$ cat src/rtl/cpu_pkg.sv
// Shared CPU definitions: datapath widths, the NOP encoding and the fetch FSM
// state type. Imported by every pipeline-stage file.
package cpu_pkg;

    localparam int unsigned ADDR_W    = 12;
    localparam int unsigned DATA_W    = 32;
    localparam logic [31:0] NOP_INSTR = 32'h0000_0000;

    typedef enum logic {
        RUN    = 1'b0,
        HALTED = 1'b1
    } fetch_state_t;

endpackage

$ cat src/rtl/instr_fetch_unit_if.sv
// Instruction ROM bus between the fetch unit (master) and the ROM (slave).
// The ROM is asynchronous-read: rom_data is valid in the same cycle as rom_addr.
//   rom_addr : byte address, word index = rom_addr[ADDR_W-1:2]
//   rom_data : instruction word at rom_addr
interface instr_fetch_unit_if
    import cpu_pkg::*;
#(
    parameter int unsigned ADDR_W = cpu_pkg::ADDR_W,
    parameter int unsigned DATA_W = cpu_pkg::DATA_W
) ();

    logic [ADDR_W-1:0] rom_addr;
    logic [DATA_W-1:0] rom_data;

    modport master (output rom_addr, input  rom_data);
    modport slave  (input  rom_addr, output rom_data);

endinterface

$ cat src/rtl/instr_fetch_unit_if_id_reg.sv
// Generic pipeline register (IF/ID here) with flush/load/hold controls.
//   clk, rst_n : clock, async active-low reset
//   load_i     : capture instr_i/pc_i/pc4_i and mark valid
//   flush_i    : insert a bubble (NOP, valid=0); has priority over load_i
//   instr_i, pc_i, pc4_i : data to capture
//   instr_o, pc_o, pc4_o, valid_o : registered contents
// With neither control asserted every field holds.
module if_id_reg
    import cpu_pkg::*;
#(
    parameter int unsigned ADDR_W = cpu_pkg::ADDR_W,
    parameter int unsigned DATA_W = cpu_pkg::DATA_W
) (
    input  logic              clk,
    input  logic              rst_n,
    input  logic              load_i,
    input  logic              flush_i,
    input  logic [DATA_W-1:0] instr_i,
    input  logic [ADDR_W-1:0] pc_i,
    input  logic [ADDR_W-1:0] pc4_i,
    output logic [DATA_W-1:0] instr_o,
    output logic [ADDR_W-1:0] pc_o,
    output logic [ADDR_W-1:0] pc4_o,
    output logic              valid_o
);

    logic [DATA_W-1:0] instr_q;
    logic [ADDR_W-1:0] pc_q;
    logic [ADDR_W-1:0] pc4_q;
    logic              valid_q;

    always_ff @(posedge clk or negedge rst_n) begin
        if (!rst_n) begin
            instr_q <= DATA_W'(NOP_INSTR);
            pc_q    <= '0;
            pc4_q   <= '0;
            valid_q <= 1'b0;
        end else if (flush_i) begin
            // Bubble: pc/pc4 are left as-is, only the payload is killed.
            instr_q <= DATA_W'(NOP_INSTR);
            valid_q <= 1'b0;
        end else if (load_i) begin
            instr_q <= instr_i;
            pc_q    <= pc_i;
            pc4_q   <= pc4_i;
            valid_q <= 1'b1;
        end
    end

    assign instr_o = instr_q;
    assign pc_o    = pc_q;
    assign pc4_o   = pc4_q;
    assign valid_o = valid_q;

endmodule

$ cat src/rtl/instr_fetch_unit.sv
// IF stage: program counter, RUN/HALTED fetch FSM, IF/ID register and
// fetched-instruction counter.
//   clk, rst_n          : clock, async active-low reset
//   stall               : freeze PC and IF/ID (ignored under redirect / HALTED)
//   redirect_valid/_pc  : taken branch/jump; flush IF/ID and load new PC
//   halt, resume        : syscall halt / restart pulse (halt wins if both)
//   rom_bus             : ROM bus, rom_addr = pc, rom_data same cycle
//   if_id_*             : IF/ID register contents
//   halted              : FSM in HALTED
//   misalign_err        : sticky, a redirect target had [1:0] != 0
//   fetch_count         : instructions loaded into IF/ID with valid=1
module instr_fetch_unit
    import cpu_pkg::*;
#(
    parameter int unsigned       ADDR_W   = cpu_pkg::ADDR_W,
    parameter int unsigned       DATA_W   = cpu_pkg::DATA_W,
    parameter logic [ADDR_W-1:0] RESET_PC = '0
) (
    input  logic                clk,
    input  logic                rst_n,
    input  logic                stall,
    input  logic                redirect_valid,
    input  logic [ADDR_W-1:0]   redirect_pc,
    input  logic                halt,
    input  logic                resume,
    instr_fetch_unit_if.master  rom_bus,
    output logic [DATA_W-1:0]   if_id_instr,
    output logic [ADDR_W-1:0]   if_id_pc,
    output logic [ADDR_W-1:0]   if_id_pc4,
    output logic                if_id_valid,
    output logic                halted,
    output logic                misalign_err,
    output logic [31:0]         fetch_count
);

    fetch_state_t      state_q, state_d;
    logic [ADDR_W-1:0] pc_q, pc_d;
    logic [ADDR_W-1:0] pc_plus4;
    logic [31:0]       fetch_count_q, fetch_count_d;
    logic              misalign_q, misalign_d;
    logic              load, flush;

    assign pc_plus4 = pc_q + ADDR_W'(4);

    // State register
    always_ff @(posedge clk or negedge rst_n) begin
        if (!rst_n) state_q <= RUN;
        else        state_q <= state_d;
    end

    // Next-state logic
    always_comb begin
        state_d = state_q;
        unique case (state_q)
            RUN:    if (halt) state_d = HALTED;
            HALTED: if (resume && !halt) state_d = RUN;
            default: state_d = RUN;
        endcase
    end

    // Output / datapath control. The halt edge still advances pc by the usual
    // redirect/stall/normal rule, but the fetched word is discarded (flush).
    always_comb begin
        load          = 1'b0;
        flush         = 1'b0;
        pc_d          = pc_q;
        fetch_count_d = fetch_count_q;
        misalign_d    = misalign_q;
        if (state_q == RUN) begin
            if (redirect_valid) begin
                pc_d  = {redirect_pc[ADDR_W-1:2], 2'b00};
                flush = 1'b1;
                if (redirect_pc[1:0] != 2'b00) misalign_d = 1'b1;
            end else if (!stall) begin
                pc_d = pc_plus4;
                load = !halt;
            end
            if (halt) flush = 1'b1;
            if (load) fetch_count_d = fetch_count_q + 32'd1;
        end
    end

    always_ff @(posedge clk or negedge rst_n) begin
        if (!rst_n) begin
            pc_q          <= RESET_PC;
            fetch_count_q <= '0;
            misalign_q    <= 1'b0;
        end else begin
            pc_q          <= pc_d;
            fetch_count_q <= fetch_count_d;
            misalign_q    <= misalign_d;
        end
    end

    if_id_reg #(
        .ADDR_W (ADDR_W),
        .DATA_W (DATA_W)
    ) u_if_id (
        .clk     (clk),
        .rst_n   (rst_n),
        .load_i  (load),
        .flush_i (flush),
        .instr_i (rom_bus.rom_data),
        .pc_i    (pc_q),
        .pc4_i   (pc_plus4),
        .instr_o (if_id_instr),
        .pc_o    (if_id_pc),
        .pc4_o   (if_id_pc4),
        .valid_o (if_id_valid)
    );

    assign rom_bus.rom_addr = pc_q;
    assign halted           = (state_q == HALTED);
    assign misalign_err     = misalign_q;
    assign fetch_count      = fetch_count_q;

endmodule

$ cat src/flat_wrapper.sv
// flat-port wrapper written by rule: the top's interface ports become plain ports
module instr_fetch_unit_flat import cpu_pkg::*;
#(
    parameter int unsigned       ADDR_W   = cpu_pkg::ADDR_W,
    parameter int unsigned       DATA_W   = cpu_pkg::DATA_W,
    parameter logic [ADDR_W-1:0] RESET_PC = '0
)
  (clk, rst_n, stall, redirect_valid, redirect_pc, halt, resume, if_id_instr, if_id_pc, if_id_pc4, if_id_valid, halted, misalign_err, fetch_count, rom_bus_rom_addr, rom_bus_rom_data);
  instr_fetch_unit_if #(.ADDR_W(ADDR_W), .DATA_W(DATA_W)) rom_bus_i ();
  input  logic clk;
  input  logic rst_n;
  input  logic stall;
  input  logic redirect_valid;
  input  logic [ADDR_W-1:0] redirect_pc;
  input  logic halt;
  input  logic resume;
  output logic [DATA_W-1:0] if_id_instr;
  output logic [ADDR_W-1:0] if_id_pc;
  output logic [ADDR_W-1:0] if_id_pc4;
  output logic if_id_valid;
  output logic halted;
  output logic misalign_err;
  output logic [31:0] fetch_count;
  output wire logic [$bits(rom_bus_i.rom_addr)-1:0] rom_bus_rom_addr;
  input wire logic [$bits(rom_bus_i.rom_data)-1:0] rom_bus_rom_data;
  assign rom_bus_rom_addr = rom_bus_i.rom_addr;
  assign rom_bus_i.rom_data = rom_bus_rom_data;
  instr_fetch_unit #(.ADDR_W(ADDR_W), .DATA_W(DATA_W), .RESET_PC(RESET_PC)) u_core (.clk(clk), .rst_n(rst_n), .stall(stall), .redirect_valid(redirect_valid), .redirect_pc(redirect_pc), .halt(halt), .resume(resume), .rom_bus(rom_bus_i), .if_id_instr(if_id_instr), .if_id_pc(if_id_pc), .if_id_pc4(if_id_pc4), .if_id_valid(if_id_valid), .halted(halted), .misalign_err(misalign_err), .fetch_count(fetch_count));
endmodule
$ cat config.mk
export PLATFORM = sky130hd
export DESIGN_NAME = instr_fetch_unit_flat
export DESIGN_NICKNAME = d
export VERILOG_FILES = /design/src/rtl/cpu_pkg.sv /design/src/rtl/instr_fetch_unit_if.sv /design/src/rtl/instr_fetch_unit_if_id_reg.sv /design/src/rtl/instr_fetch_unit.sv /design/src/flat_wrapper.sv
export SDC_FILE = /design/constraint.sdc
export NUM_CORES = 1
export LEC_CHECK = 0
export BUFFER_PORTS_ARGS = -buffer_cell sky130_fd_sc_hd__buf_2
export CORE_AREA = 2 2 100 102
export DETAILED_ROUTE_END_ITERATION = 10
export DIE_AREA = 0 0 102 104
export GPL_ROUTABILITY_DRIVEN = 0
export GPL_TIMING_DRIVEN = 1
export PLACE_DENSITY = 0.74
export SETUP_SLACK_MARGIN = 0.5
export SKIP_CTS_REPAIR_TIMING = 1
export SYNTH_ARGS = -nofsm -noshare
export SYNTH_HDL_FRONTEND = slang
export SYNTH_SLANG_ARGS = --single-unit
$ cat constraint.sdc
create_clock -name clk -period 2.07 [get_ports clk]
set_input_delay 0.207 -clock clk [delete_from_list [all_inputs] [get_ports clk]]
set_output_delay 0.207 -clock clk [all_outputs]
set_load 0.005 [all_outputs]
# Word-level counts from Yosys, hierarchy flattened
# Index checks and enable logic that the tools add are counted.
word_totals:
  elab_cells: 37
  ff_bits: 103
  out_inout_bits: 103
  in_bits: 50
op_classes:
  bitwise_logic: 2
  n_mux: 16
  add_sub_neg: 2
  n_eq_ne: 1
  n_reduce_logical: 8
ops:
  columns: ["cell", "n"]
  rows:
  - ["32-bit 2-to-1 mux", 2]
  - ["32-bit by 1-bit adder with 32-bit output, second input constant", 1]
  - ["12-bit 2-to-1 mux", 2]
  - ["12-bit by 3-bit adder with 12-bit output, second input constant", 1]
  - ["1-bit 2-to-1 mux", 11]
  - ["2-bit AND reduction", 3]
  - ["2-bit nonzero test", 2]
  - ["3-bit AND reduction", 1]
  - ["2-bit by 1-bit inequality test with 1-bit output, second input constant", 1]
  - ["1-bit inverter", 2]
  - ["1-bit case mux with 2 select lines", 1]
  - ["1-bit logical AND", 1]
  - ["1-bit logical NOT", 1]

# Depth between registers and ports, before layout
logic_depth:
  depth_word: 7
  ltp_mapped: 6
  ltp_nobuf: 5

# By module
# A second synthesis with hierarchy kept.
hier_totals:
  hier_cells: 385
  hier_area_um2: 4564.4
modules_own_cells:
  columns: ["mod", "area_per_inst_um2", "instances", "cells_per_inst", "seq_area_each_um2"]
  rows:
  - ["if_id_reg", 2309.7, 1, 159, 1426.4]
  - ["instr_fetch_unit", 2254.7, 1, 226, 1101.1]

# Worst setup path before layout
# No wires, ideal clock.
synth_path:
  kind: "register to register"
  start: "register u_core.state_q (netlist: u_core.halted)"
  end: "register u_core.fetch_count_q[15] (netlist: u_core.fetch_count[15])"
  synth_period_minus_slack_ns: 1.674
  path_stages_with_launch: 7
  arrival_ns: 1.594
  slack_ns: 0.396
  t_required_ns: 1.991
  setup_time_ns: 0.079
  path_buffers: 2
  path_cell_list: "dfrtp_1 buf_2 nor4_4 nand4_2 buf_2 nor3_1 xor2_1"
synth_between:
  elab_chain_cells: 2
synth_rtl:
  columns: ["item", "line_no", "source"]
  rows:
  - ["from (decl)", "instr_fetch_unit.sv:36", "fetch_state_t state_q, state_d;"]
  - ["from (signal assigned)", "instr_fetch_unit.sv:48", "else state_q <= state_d;"]
  - ["1-bit inverter", null, null]
  - ["2-bit AND reduction (no line)", null, null]
  - ["to (signal assigned)", "instr_fetch_unit.sv:90", "fetch_count_q <= fetch_count_d;"]
  - ["to (decl)", "instr_fetch_unit.sv:39", "logic [31:0] fetch_count_q, fetch_count_d;"]
# No other way between the ends.
# A chain may end at the register's enable or synchronous reset.

# Worst setup path in the final report
layout_path:
  start: "register u_core.state_q (netlist: u_core.halted)"
  end: "register u_core.fetch_count_q[7] (netlist: u_core.fetch_count[7])"
# The elaborated chain is that of the path after synthesis.

==> results.toml <==
[pwr]
netSwitchingPower_mw = 1.25
comb_power_share_pct = 17.7
pwr-share-clk_pct = 31.9
internal_power_mw = 3.37
p_leak_nw = 2.98
switching_share_pct = 27.1
seqPwrFrac_pct = 50.4
power_density_mw_per_mm2 = 836
ir_drop_mv = 0.440

[global_route]
grt_pass1_vias = 3204
grt_max_degree = 55
grt_first_pass_wirelength_um = 16000
antenna_found_initial = 0
track_usage_pct = 18.9
grt_overflow_total = 0

[sta]
rsz0062_at_grt = "yes"
slew_headroom_pct = 61.7
fin_tns_setup_ps = 0
hold_violations = 0
fin_crit_sh_pct = 80.0
skew_ps = 6.59
max_freq_mhz = 604
min_period_ps = 1660
drv_slew = 0
tightest_slew_ps = 574
setup_viol = 0

[final_layout]
layout-drive-gt1-share_pct = 39.3
fin_util_pct = 57.9
area_growth_pct = 31.7
n_antenna_cell = 0
layout_common_cells = "145 x buf_2, 91 x dfrtp_1, 59 x nand2_1"
fillCellCount = 844
nNetsFinal = 587
final_common_cell = "buf_2"

[route]
drt_iter0_markers = 203
via_count = 3448
wl_um = 10300
antenna_left = 0
first_pass_iters = 4
route.detailed.drc = 0
viasPerCell = 5.12
post_drt_wl_per_cell_um = 15.3

[logic_synthesis]
synth_ff_type = "dfrtp_1"
ys_async_sr_fraction_pct = 100
syn_area_per_cell_sq_um = 10.9
synth_edf_count = 0
syn_area_sq_mm = 0.00420
yosys-top-cells-area = "dfrtp_1 58%, a22o_1 6.9%, nand2_1 5.3%"
yosys_warnings = 0
yosys_register_bits = 97
synth-seq-area-share_pct = 57.8
synth_top_area_share_pct = 57.8
synth_top_area_cell = "dfrtp_1"
syn_inst = 384
yosysUniqueCellTypes = 39

[setup_path]
critPathSlowestCell = "or4_4"
critPathCaptureType = "flip-flop"
critical_path_buf_inv_count = 0
worstPathArrival_ps = 1900
cp_top_family = "simple AND/OR/NAND/NOR gates"
crit_chain = "or4_4 -> nor3_4 -> nand4_1 -> xnor2_1"
cpPeakStageDelay_ps = 490
cp_max_fo = 5
start_kind = "flip-flop"
critical_path_class = "flip-flop to flip-flop"
cp.required_ps = 2310

[die]
dieArea_sq_mm = 0.0106
start_util_pct = 44.0
io_pins = 153
die_h_um = 104
rows = 36
chipWidth_um = 102
fp.coreArea_sq_mm = 0.00955

[clock_network]
cts_tree = "yes"
clock_latency_ps = 350
clock_path_buffers = 2
cts_max_level = 3
clockRootBuffer = "clkbuf_8"
cts.clk_slew.worst_paths_ps = 90
numCtsBuffers = 9
numClockSinks = 97

[placed_design]
numPortBuffers = 146
hpwl_um = 7090

[run]
maxCapViolCount = 0

[run_status]
status = "finished clean"

[min_path]
worstHoldPathType = "primary input to flip-flop"
==> flip-flops by register name, indices dropped and copies added, names as in the netlist <==
register                 cells
u_core.fetch_count          32
u_core.u_if_id.instr_o      32
u_core.rom_bus.rom_addr     10
u_core.u_if_id.pc4_o        10
u_core.u_if_id.pc_o         10
u_core.halted                1
u_core.misalign_err          1
u_core.u_if_id.valid_o       1
==> Yosys cell counts (all sizes together), types with 3 or more instances <==
cell type / instances
a21o: 4
nor2: 15
nand2: 59
nor4: 4
clkbuf: 16
a22o: 33
o21ai: 13
a2bb2oi: 3
and4: 5
and3: 9
nand3: 14
nand4: 10
buf: 14
inv: 9
o22a: 3
xnor2: 20
xor2: 19
dfrtp: 97
a21oi: 3
nor3: 16
==> cell type report <==
type | instances | area (sq um) | share of cell area [%]
multi-input cells | 253 | 1750 | 31.6
repair buffers | 165 | 907 | 16.4
clock inverters | 5 | 103 | 1.85
inverters | 9 | 33.8 | 0.611
clock buffers | 11 | 141 | 2.56
flip-flops and latches | 97 | 2430 | 44.0
well taps | 133 | 166 | 3.01
==> layer usage <==
layer | global-route usage, % | share of wire, %
met5 | 0 | 0
met4 | 7.24 | 2.1
met3 | 4.37 | 7.4
met2 | 28.3 | 46
met1 | 26.6 | 44
==> through the flow <==
step	setup slack, ps	power, mW	area, sq um	hold slack, ps	instances
after floorplan	532	2.68	4250	-88.6	389
after global placement	340	3.08	5040	237	644
after detailed placement	236	3.10	5040	243	644
after CTS	266	4.58	5280	-154	660
after global routing	364	4.86	5530	59.9	673
final	414	4.62	5530	68.0	673
==> kinds of logic (layout without fill, tap and decap cells) <==
group	Yosys count	in the layout	share of synthesized area [%]
simple gates	136	136	16.3
compound gates	68	68	12.2
buf+inv	39	190	4.38
flops	97	97	57.8
xor+xnor	39	39	8.13
other cells	1	6	0.0893
mux	2	2	0.476
fa+ha+maj	2	2	0.595
==> path summary, 6_finish.rpt <==
check | end | cells past startpoint | startpoint | slack (ps)
hold reg to reg | u_core.misalign_err | 1 | u_core.misalign_err | 470
hold / removal | u_core.u_if_id.instr_o[11] | 2 | rom_bus_rom_data[11] | 70
max in group asynchronous | u_core.rom_bus.rom_addr[2] | 3 | rst_n | 990
min in group asynchronous | u_core.fetch_count[29] | 2 | rst_n | 380
setup reg to reg | u_core.fetch_count[7] | 4 | u_core.halted | 410
setup / recovery | u_core.fetch_count[7] | 4 | u_core.halted | 410
==> power groups by stage <==
stage               sequential [mW]  combinational [mW]  clock, mW
CTS                            2.33               0.737       1.51
global placement               2.36               0.717          0
floorplan                      2.33               0.359          0
finish                         2.33               0.819       1.48
detailed placement             2.37               0.734          0
global route                   2.36               0.917       1.57
Power figures use the tool's default switching activity.
